--- config.mk ---
export PLATFORM = sky130hd
export DESIGN_NAME = bit_serial_subtractor
export DESIGN_NICKNAME = d
export VERILOG_FILES = /design/src/rtl/fp_arith_pkg.sv /design/src/rtl/half_subtractor.sv /design/src/rtl/bit_serial_subtractor.sv
export SDC_FILE = /design/constraint.sdc
export NUM_CORES = 1
export LEC_CHECK = 0
export CORE_MARGIN = 5
export CORE_UTILIZATION = 52
export CTS_CLUSTER_DIAMETER = 100
export DETAILED_ROUTE_END_ITERATION = 12
export PLACE_DENSITY_LB_ADDON = 0.25
export SLEW_MARGIN = 10
export SYNTH_ARGS = -nofsm -noshare
export SYNTH_HDL_FRONTEND = slang
export SYNTH_SLANG_ARGS = --single-unit
export TNS_END_PERCENT = 1
--- constraint.sdc ---
create_clock -name clk -period 1.9 [get_ports clk]
set_input_delay 0.38 -clock clk [delete_from_list [all_inputs] [get_ports clk]]
set_output_delay 0.38 -clock clk [all_outputs]
set_load 0.005 [all_outputs]
--- src/rtl/fp_arith_pkg.sv ---
// Shared types and default widths for the floating-point arithmetic datapath cells.
package fp_arith_pkg;

    localparam int MANT_W = 24;
    localparam int EXP_W  = 8;

    typedef enum logic [1:0] {
        IDLE = 2'b00,
        BUSY = 2'b01,
        DONE = 2'b10
    } state_t;

endpackage

--- src/rtl/half_subtractor.sv ---
// Single-bit half subtractor; the borrow-side twin of the half-adder cell.
module half_subtractor (
    input  logic A,
    input  logic B,
    output logic D,
    output logic Bo
);

    assign D  = A ^ B;
    assign Bo = ~A & B;

endmodule

--- src/rtl/bit_serial_subtractor.sv ---
// Bit-serial unsigned subtractor D = A - B, one bit per clock, LSB first,
// with valid/ready handshakes on both the operand and the result side.
module bit_serial_subtractor
    import fp_arith_pkg::*;
#(
    parameter int WIDTH = MANT_W,
    parameter int CW    = $clog2(WIDTH + 1)
) (
    input  logic             clk,
    input  logic             rst_n,
    input  logic             in_valid,
    output logic             in_ready,
    input  logic [WIDTH-1:0] A,
    input  logic [WIDTH-1:0] B,
    output logic             out_valid,
    input  logic             out_ready,
    output logic [WIDTH-1:0] D,
    output logic             BORROW,
    output logic             ZERO
);

    state_t           state_r;
    state_t           state_s;

    logic [WIDTH-1:0] a_sr_r;
    logic [WIDTH-1:0] b_sr_r;
    logic [WIDTH-1:0] d_sr_r;
    logic             borrow_r;
    logic [CW-1:0]    cnt_r;

    logic             hs_ab_d_s;
    logic             hs_ab_b_s;
    logic             hs_bin_b_s;
    logic             d_bit_s;
    logic             bout_s;
    logic             last_s;
    logic             accept_s;
    logic [WIDTH-1:0] d_shift_s;

    // Full-subtractor stage: two half subtractors plus an OR on the borrows.
    half_subtractor u_hs_ab (
        .A  (a_sr_r[0]),
        .B  (b_sr_r[0]),
        .D  (hs_ab_d_s),
        .Bo (hs_ab_b_s)
    );

    half_subtractor u_hs_bin (
        .A  (hs_ab_d_s),
        .B  (borrow_r),
        .D  (d_bit_s),
        .Bo (hs_bin_b_s)
    );

    assign bout_s    = hs_ab_b_s | hs_bin_b_s;
    assign accept_s  = in_valid & in_ready;
    assign last_s    = (cnt_r == CW'(WIDTH - 1));
    // Concatenate-then-shift keeps WIDTH=1 legal: the new bit simply becomes the result.
    assign d_shift_s = WIDTH'({d_bit_s, d_sr_r} >> 1'b1);

    // State register
    always_ff @(posedge clk) begin
        if (!rst_n) begin
            state_r <= IDLE;
        end else begin
            state_r <= state_s;
        end
    end

    // Next-state logic
    always_comb begin
        state_s = state_r;
        case (state_r)
            IDLE: begin
                if (accept_s) begin
                    state_s = BUSY;
                end else begin
                    state_s = IDLE;
                end
            end
            BUSY: begin
                if (last_s) begin
                    state_s = DONE;
                end else begin
                    state_s = BUSY;
                end
            end
            DONE: begin
                if (out_ready) begin
                    state_s = IDLE;
                end else begin
                    state_s = DONE;
                end
            end
            default: begin
                state_s = IDLE;
            end
        endcase
    end

    // Handshake flags registered from the next state so they change with the state
    always_ff @(posedge clk) begin
        if (!rst_n) begin
            in_ready  <= 1'b1;
            out_valid <= 1'b0;
        end else begin
            in_ready  <= (state_s == IDLE);
            out_valid <= (state_s == DONE);
        end
    end

    // Operand/result shift registers, borrow flop, bit counter and result registers
    always_ff @(posedge clk) begin
        if (!rst_n) begin
            a_sr_r   <= '0;
            b_sr_r   <= '0;
            d_sr_r   <= '0;
            borrow_r <= 1'b0;
            cnt_r    <= '0;
            D        <= '0;
            BORROW   <= 1'b0;
            ZERO     <= 1'b0;
        end else begin
            case (state_r)
                IDLE: begin
                    if (accept_s) begin
                        a_sr_r   <= A;
                        b_sr_r   <= B;
                        d_sr_r   <= '0;
                        borrow_r <= 1'b0;
                        cnt_r    <= '0;
                    end
                end
                BUSY: begin
                    a_sr_r   <= a_sr_r >> 1'b1;
                    b_sr_r   <= b_sr_r >> 1'b1;
                    d_sr_r   <= d_shift_s;
                    borrow_r <= bout_s;
                    cnt_r    <= cnt_r + CW'(1);
                    // Result registers only ever see a complete difference.
                    if (last_s) begin
                        D      <= d_shift_s;
                        BORROW <= bout_s;
                        ZERO   <= ~|d_shift_s;
                    end
                end
                default: begin
                end
            endcase
        end
    end

endmodule

==> run summary, run 1 <==
ROUTE
--------------------------------------------------------------------------------------------------------
Vias post-DR ..............................................................................         3625
Overall routed net length ................................................................. 9120 microns
First-pass iteration count of the detailed router .........................................            5
Antenna Nets Post-Route ...................................................................            0
Iteration-0 DRC Markers ...................................................................          171
Average vias per placed instance ..........................................................         5.50
Remaining design rule violation count .....................................................            0
Wire length per cell ...................................................................... 13.8 microns

CLOCK NETWORK
--------------------------------------------------------------------------------------------------------
Total number of H-tree levels .............................................................            3
Longest Clk Path Bufs .....................................................................            2
Clock Sinks ...............................................................................          107
Total of cells resized after clock tree synthesis .........................................            0
Number of hold buffers added after cts ....................................................            0
Post-CTS clock slew at the launch and capture registers of the worst setup and hold paths .      0.10 ns
Library cell used as clock root buffer .................................................... sky130_fd_sc_hd__clkbuf_8
Post-CTS Setup Inserts ....................................................................            0
Clock buffers created by TritonCTS ........................................................            9
Clock insertion delay at the later pin of the skew report .................................      0.35 ns
CTS tree ..................................................................................        built

POWER
--------------------------------------------------------------------------------------------------------
Worst VDD drop ............................................................................   0.000567 V
Static power due to leakage ...............................................................      1.88 nW
Internal power of the cells ...............................................................      3.34 mW
Switching share of power ..................................................................        0.257
Switching pwr .............................................................................      1.15 mW
Part of the power in the clock network ....................................................        0.312
Register share of total power .............................................................        0.543
Cell Pwr Density ..........................................................................  837 nW/um^2
Gate power share ..........................................................................        0.144

CRITICAL PATH
--------------------------------------------------------------------------------------------------------
Endpoint required time on the critical path ...............................................      2.19 ns
Reg-to-reg slack, setup ...................................................................      0.18 ns
Count of cells along the worst register-to-register path ..................................            6
Delay of the slowest cell on the worst path ...............................................      0.53 ns
Crit path kind ............................................................................   reg -> reg
Critical Path AT ..........................................................................      2.01 ns
Critical path capture point type ..........................................................     register
Worst reg2reg startpoint ..................................................................     borrow_r
Crit path cell chain ...................................................................... inv_1, fa_1, nor4_1, and4_1, nand4_1, a21boi_1
Cell with the largest stage delay on the worst path ....................................... sky130_fd_sc_hd__fa_1
Reg2reg end ...............................................................................         ZERO
Critical path launch point type ...........................................................     register
Maximum fanout count along the critical path ..............................................            3

FLOORPLANNING
--------------------------------------------------------------------------------------------------------
Die area ..................................................................................  10100 sq um
Placeable core region .....................................................................   8090 sq um
DIE WIDTH .................................................................................  101 microns
Top-level port count ......................................................................           80
Core Rows .................................................................................           33
Starting Density ..........................................................................        0.528
Die outline height ........................................................................  101 microns

PLACED DESIGN
--------------------------------------------------------------------------------------------------------
RD Place Congestion .......................................................................        0.789
Placed cell count .........................................................................          643
Post-Place Setup Slack ....................................................................    0.0470 ns
Count of buffers from port buffering ......................................................           79
DP HPWL ................................................................................... 6220 microns

GRT
--------------------------------------------------------------------------------------------------------
First-pass GRT wire length ................................................................ 16100 microns
Initial antenna violation count ...........................................................            0
Overall Global Routing Usage ..............................................................        0.193
Pin count of the biggest net entering global routing ......................................           67
Vias in the first global route ............................................................         3599
Sum of overflow across all layers after global routing ....................................            0

TIMING
--------------------------------------------------------------------------------------------------------
Minimum setup slack in the final design ...................................................     0.183 ns
Max Fclk ..................................................................................      583 MHz
Time the worst path needs with I/O delays and setup .......................................      1.72 ns
Remaining max-slew budget at the tightest pin .............................................        0.707
Ratio of final minimum period to clock period .............................................        0.903
Worst-Margin Slew .........................................................................     0.440 ns
Unrepaired setup endpoints after global routing ...........................................           no
Clock skew ................................................................................   0.00907 ns
Final number of max-transition violations .................................................            0
Total count of hold-check failures in the final report ....................................            0
Summed negative setup slack over all endpoints ............................................         0 ns
Total of endpoints with negative setup slack in the final report ..........................            0

SYNTHESIS
--------------------------------------------------------------------------------------------------------
Leading cell types by total area after synthesis .......................................... sky130_fd_sc_hd__dfxtp_1 50%, sky130_fd_sc_hd__a21boi_1 11%, sky130_fd_sc_hd__nand2_1 8.0%
Number of distinct library cells after synthesis ..........................................           35
Cell area after technology mapping ........................................................   4270 sq um
Most used standard cells in the synthesized netlist ....................................... 107 x sky130_fd_sc_hd__dfxtp_1, 91 x sky130_fd_sc_hd__nand2_1, 67 x sky130_fd_sc_hd__nor2_1
Fraction of registers with async set or reset after synthesis .............................            0
Synth Instances ...........................................................................          485
Net count after synthesis .................................................................          539
Total of warnings raised by yosys .........................................................            0
Per-instance average area after synthesis .................................................   8.80 sq um
Portion of the post-synthesis area used by sequential elements ............................        0.502
Area share of the largest cell type after synthesis .......................................        0.502
Dominant cell type by area after synthesis ................................................ sky130_fd_sc_hd__dfxtp_1
Most frequently used flop master after synthesis .......................................... sky130_fd_sc_hd__dfxtp_1
Count of flip-flops with a built-in enable after synthesis ................................            0
Number of synthesized register bits .......................................................          107
Most repeated cell in the gate-level netlist after synthesis .............................. sky130_fd_sc_hd__dfxtp_1

MIN PATH
--------------------------------------------------------------------------------------------------------
Beginning of the worst hold path ..........................................................        rst_n
Hold EP ...................................................................................   a_sr_r[19]
Hold path cells ...........................................................................            2
Path category of the worst min-delay check ................................................    in -> reg

LAYOUT
--------------------------------------------------------------------------------------------------------
Number of antenna repair diodes ...........................................................            0
Sequential cell area ......................................................................   2140 sq um
Fraction of layout instances using a drive strength above 1 ...............................       0.0704
Synthesis-to-layout area growth ...........................................................        25.7%
Final net count ...........................................................................          603
Number of filler cells placed in the layout ...............................................          716
Non-filler instance count after layout ....................................................          659
Area of the multi-input gates .............................................................   1920 sq um

FLOW RUN
--------------------------------------------------------------------------------------------------------
Max-Cap Viols .............................................................................            0

OUTCOME
--------------------------------------------------------------------------------------------------------
Outcome ................................................................................... complete, no violations

through the flow:
stage                     cell area (sq um)  utilization  total power, mW  hold slack (ns)
after detailed placement               5170        0.638             3.15            0.445
after CTS                              5370        0.663             4.53            0.419
after floorplan                        4270            -             2.89            0.435
final                                  5370        0.663             4.49            0.436
after global routing                   5370        0.663             4.72            0.429
after global placement                 5170        0.638             3.12            0.441
kinds of logic after synthesis:
group	synth area share
simple gates	0.210
compound gates	0.223
flops	0.502
buf+inv	0.0571
fa+ha+maj	0.00762
cell type report:
cell class,count,area share
sequential,107,0.399
multi-input combinational,334,0.357
timing repair buffer,95,0.180
clock buffer,11,0.0263
tap,105,0.0245
clock inverter,5,0.0112
inverter,2,0.00140
power by group through the flow:
stage	clock network, mW	logic (mW)	registers [mW]
3_5_place_dp	0	0.653	2.49
3_3_place_gp	0	0.634	2.49
5_1_grt	1.53	0.726	2.46
4_1_cts	1.43	0.656	2.44
6_report	1.40	0.649	2.44
2_1_floorplan	0	0.425	2.47
worst max path at each step:
stage                            end  depth (start not counted)  slack [ns]  startpoint
after CTS                       D[1]                          5        0.11    cnt_r[0]
after global routing            ZERO                          6        0.03    borrow_r
final                           ZERO                          6        0.18    borrow_r
after detailed placement  b_sr_r[11]                          5        0.05    in_valid
after floorplan                 ZERO                          6        0.35    borrow_r
after global placement      cnt_r[2]                          6        0.11    in_valid
worst max-delay path: cells and delay by family, from the launching register on:
| family | cells | cell delay, ns |
|---|---|---|
| AO/OA/AOI/OAI | 1 | 0.15 |
| buffers and inverters | 1 | 0.06 |
| flip-flops | 1 | 0.34 |
| AND/OR/NAND/NOR | 3 | 0.58 |
| adder cells (fa/ha/maj) | 1 | 0.53 |
metal layers:
| metal | routed length, microns | vias up | part of all wire | global-route usage |
|---|---|---|---|---|
| met2 | 4420 | 94 | 0.49 | 0.313 |
| li1 | - | 1822 | - | - |
| met1 | 3950 | 1699 | 0.43 | 0.244 |
| met5 | 0 | - | 0 | 0 |
| met4 | 95 | 0 | 0.010 | 0.0705 |
| met3 | 643 | 10 | 0.071 | 0.0547 |
registers in the layout, summed over array words and instances (netlist names):
| register | cells |
|---|---|
| cnt_r | 5 |
| out_valid | 1 |
| ZERO | 1 |
| D | 24 |
| in_ready | 1 |
| state_r | 2 |
| d_sr_r | 23 |
| BORROW | 1 |
| a_sr_r | 24 |
| b_sr_r | 24 |
| borrow_r | 1 |
cells in the final DEF (no fill, tap or decap), drive strengths merged, types with 2 or more instances in the layout:
cell type,synthesis,final
buf,35,17
a21oi,3,3
nand4,2,2
o21a,3,3
inv,2,4
nand3,28,28
a22oi,14,14
a21boi,67,67
nor2b,3,3
nor4,6,6
clkbuf,7,11
o221ai,32,32
nor2,68,68
o21ai,2,2
clkdlybuf4s50,0,78
nand2,91,91
dfxtp,107,107
No activity file was read; power rests on OpenSTA's default activity.
==> inputs of run 2 (changes only) <==
--- a/config.mk
+++ b/config.mk
@@ -9,6 +9,8 @@
 export CORE_UTILIZATION = 52
 export CTS_CLUSTER_DIAMETER = 100
 export DETAILED_ROUTE_END_ITERATION = 12
+export GPL_TIMING_DRIVEN = 0
+export HOLD_SLACK_MARGIN = 0.15
 export PLACE_DENSITY_LB_ADDON = 0.25
 export SLEW_MARGIN = 10
 export SYNTH_ARGS = -nofsm -noshare
==> run summary, run 2 (synthesis results as in run 1) <==
CRITICAL PATH
--------------------------------------------------------------------------------------------------------
Crit. Startpoint ..........................................................................     borrow_r
Critical Path AT ..........................................................................      2.03 ns   +0.02 ns
Endpoint required time on the critical path ...............................................      2.21 ns   +0.02 ns
Maximum fanout count along the critical path ..............................................            3   unchanged
Delay of the slowest cell on the worst path ...............................................      0.54 ns   about the same
Crit path cell chain ...................................................................... inv_1, fa_1, nor4_1, and4_1, nand4_1, a21boi_1
Critical path capture point type ..........................................................     register
Crit path kind ............................................................................   reg -> reg
Cell with the largest stage delay on the worst path ....................................... sky130_fd_sc_hd__fa_1
Worst reg2reg startpoint ..................................................................     borrow_r
Critical path launch point type ...........................................................     register

LAYOUT
--------------------------------------------------------------------------------------------------------
Largest registers ......................................................................... D: 24 flops, a_sr_r: 24 flops, b_sr_r: 24 flops
Fraction of layout instances using a drive strength above 1 ...............................       0.0881   +0.0177
Top library cells by usage in the layout, fill and taps aside ............................. 107 x sky130_fd_sc_hd__dfxtp_1, 91 x sky130_fd_sc_hd__nand2_1, 78 x sky130_fd_sc_hd__clkdlybuf4s50_1, 67 x sky130_fd_sc_hd__nor2_1, 62 x sky130_fd_sc_hd__a21boi_1
Number of antenna repair diodes ...........................................................            0   unchanged
Non-filler instance count after layout ....................................................          684   +3.8%
Final net count ...........................................................................          628   +4.1%
Synthesis-to-layout area growth ...........................................................        25.5%
Number of filler cells placed in the layout ...............................................          718   +0.28%
Area of the multi-input gates .............................................................   1880 sq um   -1.7%
Sequential cell area ......................................................................   2140 sq um   unchanged
Most frequent standard cell in the layout excluding fill and tap cells .................... sky130_fd_sc_hd__dfxtp_1

ROUTE
--------------------------------------------------------------------------------------------------------
Vias post-DR ..............................................................................         3761   +3.8%
Overall routed net length ................................................................. 9740 microns   +6.8%
First-pass iteration count of the detailed router .........................................            7   +2
Iteration-0 DRC Markers ...................................................................          144   -16%
Antenna Nets Post-Route ...................................................................            0   unchanged
Wire length per cell ...................................................................... 14.2 microns   +2.9%
Remaining design rule violation count .....................................................            0   unchanged
Average vias per placed instance ..........................................................         5.50   about the same

MIN PATH
--------------------------------------------------------------------------------------------------------
Beginning of the worst hold path ..........................................................        rst_n
Path category of the worst min-delay check ................................................    in -> reg

TIMING
--------------------------------------------------------------------------------------------------------
Max Fclk ..................................................................................      583 MHz   about the same
Clock skew ................................................................................    0.0107 ns   +0.00166 ns
Total count of hold-check failures in the final report ....................................            0   unchanged
Ratio of final minimum period to clock period .............................................        0.903   about the same
Unrepaired setup endpoints after global routing ...........................................           no
Total of endpoints with negative setup slack in the final report ..........................            0   unchanged
Final number of max-transition violations .................................................            0   unchanged
Summed negative setup slack over all endpoints ............................................         0 ns   unchanged
Time the worst path needs with I/O delays and setup .......................................      1.72 ns   -0.00125 ns
Remaining max-slew budget at the tightest pin .............................................        0.717   +0.00992
Worst-Margin Slew .........................................................................     0.425 ns   -0.0149 ns

CLOCK NETWORK
--------------------------------------------------------------------------------------------------------
Total number of H-tree levels .............................................................            3   unchanged
Total of cells resized after clock tree synthesis .........................................            0   unchanged
Number of hold buffers added after cts ....................................................            0   unchanged
Clock insertion delay at the later pin of the skew report .................................      0.38 ns   +0.03 ns
Post-CTS Setup Inserts ....................................................................            0   unchanged
Longest Clk Path Bufs .....................................................................            2   unchanged
Library cell used as clock root buffer .................................................... sky130_fd_sc_hd__clkbuf_8
Clock Sinks ...............................................................................          107   unchanged
Post-CTS clock slew at the launch and capture registers of the worst setup and hold paths .      0.10 ns   about the same
Clock buffers created by TritonCTS ........................................................            9   unchanged
CTS tree ..................................................................................        built

PLACED DESIGN
--------------------------------------------------------------------------------------------------------
Placed cell count .........................................................................          668   +3.9%
RD Place Congestion .......................................................................        0.740   -6.3%
Count of buffers from port buffering ......................................................           78   -1.3%
DP HPWL ................................................................................... 7050 microns   +13%

FLOORPLANNING
--------------------------------------------------------------------------------------------------------
Starting Density ..........................................................................        0.528   unchanged
Core Rows .................................................................................           33   unchanged
Placeable core region .....................................................................   8090 sq um   unchanged
Top-level port count ......................................................................           80   unchanged
DIE WIDTH .................................................................................  101 microns   unchanged
Die area ..................................................................................  10100 sq um   unchanged
Die outline height ........................................................................  101 microns   unchanged

OUTCOME
--------------------------------------------------------------------------------------------------------
Outcome ................................................................................... complete, no violations

GRT
--------------------------------------------------------------------------------------------------------
Vias in the first global route ............................................................         3592   -0.19%
Sum of overflow across all layers after global routing ....................................            0   unchanged
M3 GR Usage ...............................................................................       0.0554   +0.000692
First-pass GRT wire length ................................................................ 16200 microns   +0.64%
Overall Global Routing Usage ..............................................................        0.196   +0.00343
Initial antenna violation count ...........................................................            0   unchanged
GR met1 Demand/Resource ...................................................................        0.242   -0.00230
Most Crowded Layer GR .....................................................................         met2
Met2 demand-to-capacity share in global routing ...........................................        0.332   +0.0182
Pin count of the biggest net entering global routing ......................................           18   -73%

FLOW RUN
--------------------------------------------------------------------------------------------------------
Max-Cap Viols .............................................................................            0   unchanged

POWER
--------------------------------------------------------------------------------------------------------
Cell Pwr Density ..........................................................................  813 nW/um^2   -2.9%
Worst VDD drop ............................................................................   0.000522 V   -8.0%
Static power due to leakage ...............................................................      1.91 nW   +1.3%

## run 2: cell types whose count changed in the layout (fill, tap and decap cells not counted), moves of 2 or more
cell,change
sky130_fd_sc_hd__buf_4,-2
sky130_fd_sc_hd__buf_2,+23
sky130_fd_sc_hd__buf_12,-5
sky130_fd_sc_hd__clkbuf_1,+7
sky130_fd_sc_hd__buf_6,+2
## run 2: metrics by stage
step | worst slack (ns) | power (mW) | hold slack (ns) | util | instance area [sq um]
CTS | 0.160 | 4.39 | 0.362 | 0.662 | 5360
detailed placement | 0.0786 | 3.13 | 0.446 | 0.640 | 5180
global placement | 0.113 | 3.11 | 0.441 | 0.640 | 5180
floorplan | 0.346 | 2.89 | 0.435 | - | 4270
global route | 0.0881 | 4.56 | 0.364 | 0.662 | 5360
finish | 0.185 | 4.36 | 0.356 | 0.662 | 5360
## run 2: final cells by class
type | count | share of cell area
inverters | 2 | 0.00140
well taps | 105 | 0.0245
repair buffers | 78 | 0.146
clock buffers | 11 | 0.0264
flip-flops and latches | 107 | 0.400
multi-input cells | 334 | 0.351
plain buffers | 42 | 0.0441
clock inverters | 5 | 0.00700
## run 2: metal layers
layer	vias up	routed length, microns
met1	1777	4330
met5	-	0
li1	1866	-
met2	101	4650
met4	0	123
met3	17	627
## run 2: power by group
part           internal (mW)  leakage, nW  switching [mW]
logic                  0.304        0.949           0.342
clock network          0.518       0.0859           0.756
registers               2.37        0.872          0.0715
total                   3.19         1.91            1.17
## run 2: final timing paths
check / to / slack (ns) / depth (start not counted)
worst max-delay path: ZERO / 0.18 / 6
worst min-delay path: D[8] / 0.36 / 2
worst max register to register: ZERO / 0.18 / 6
worst min register to register: D[8] / 0.46 / 2
## run 2: worst max-delay path: cells and delay by family (launching register included)
kind / cells / cell delay (ns)
AND/OR/NAND/NOR: 3 / 0.55
adder cells (fa/ha/maj): 1 / 0.54
flip-flops: 1 / 0.34
AO/OA/AOI/OAI: 1 / 0.16
buffers and inverters: 1 / 0.06
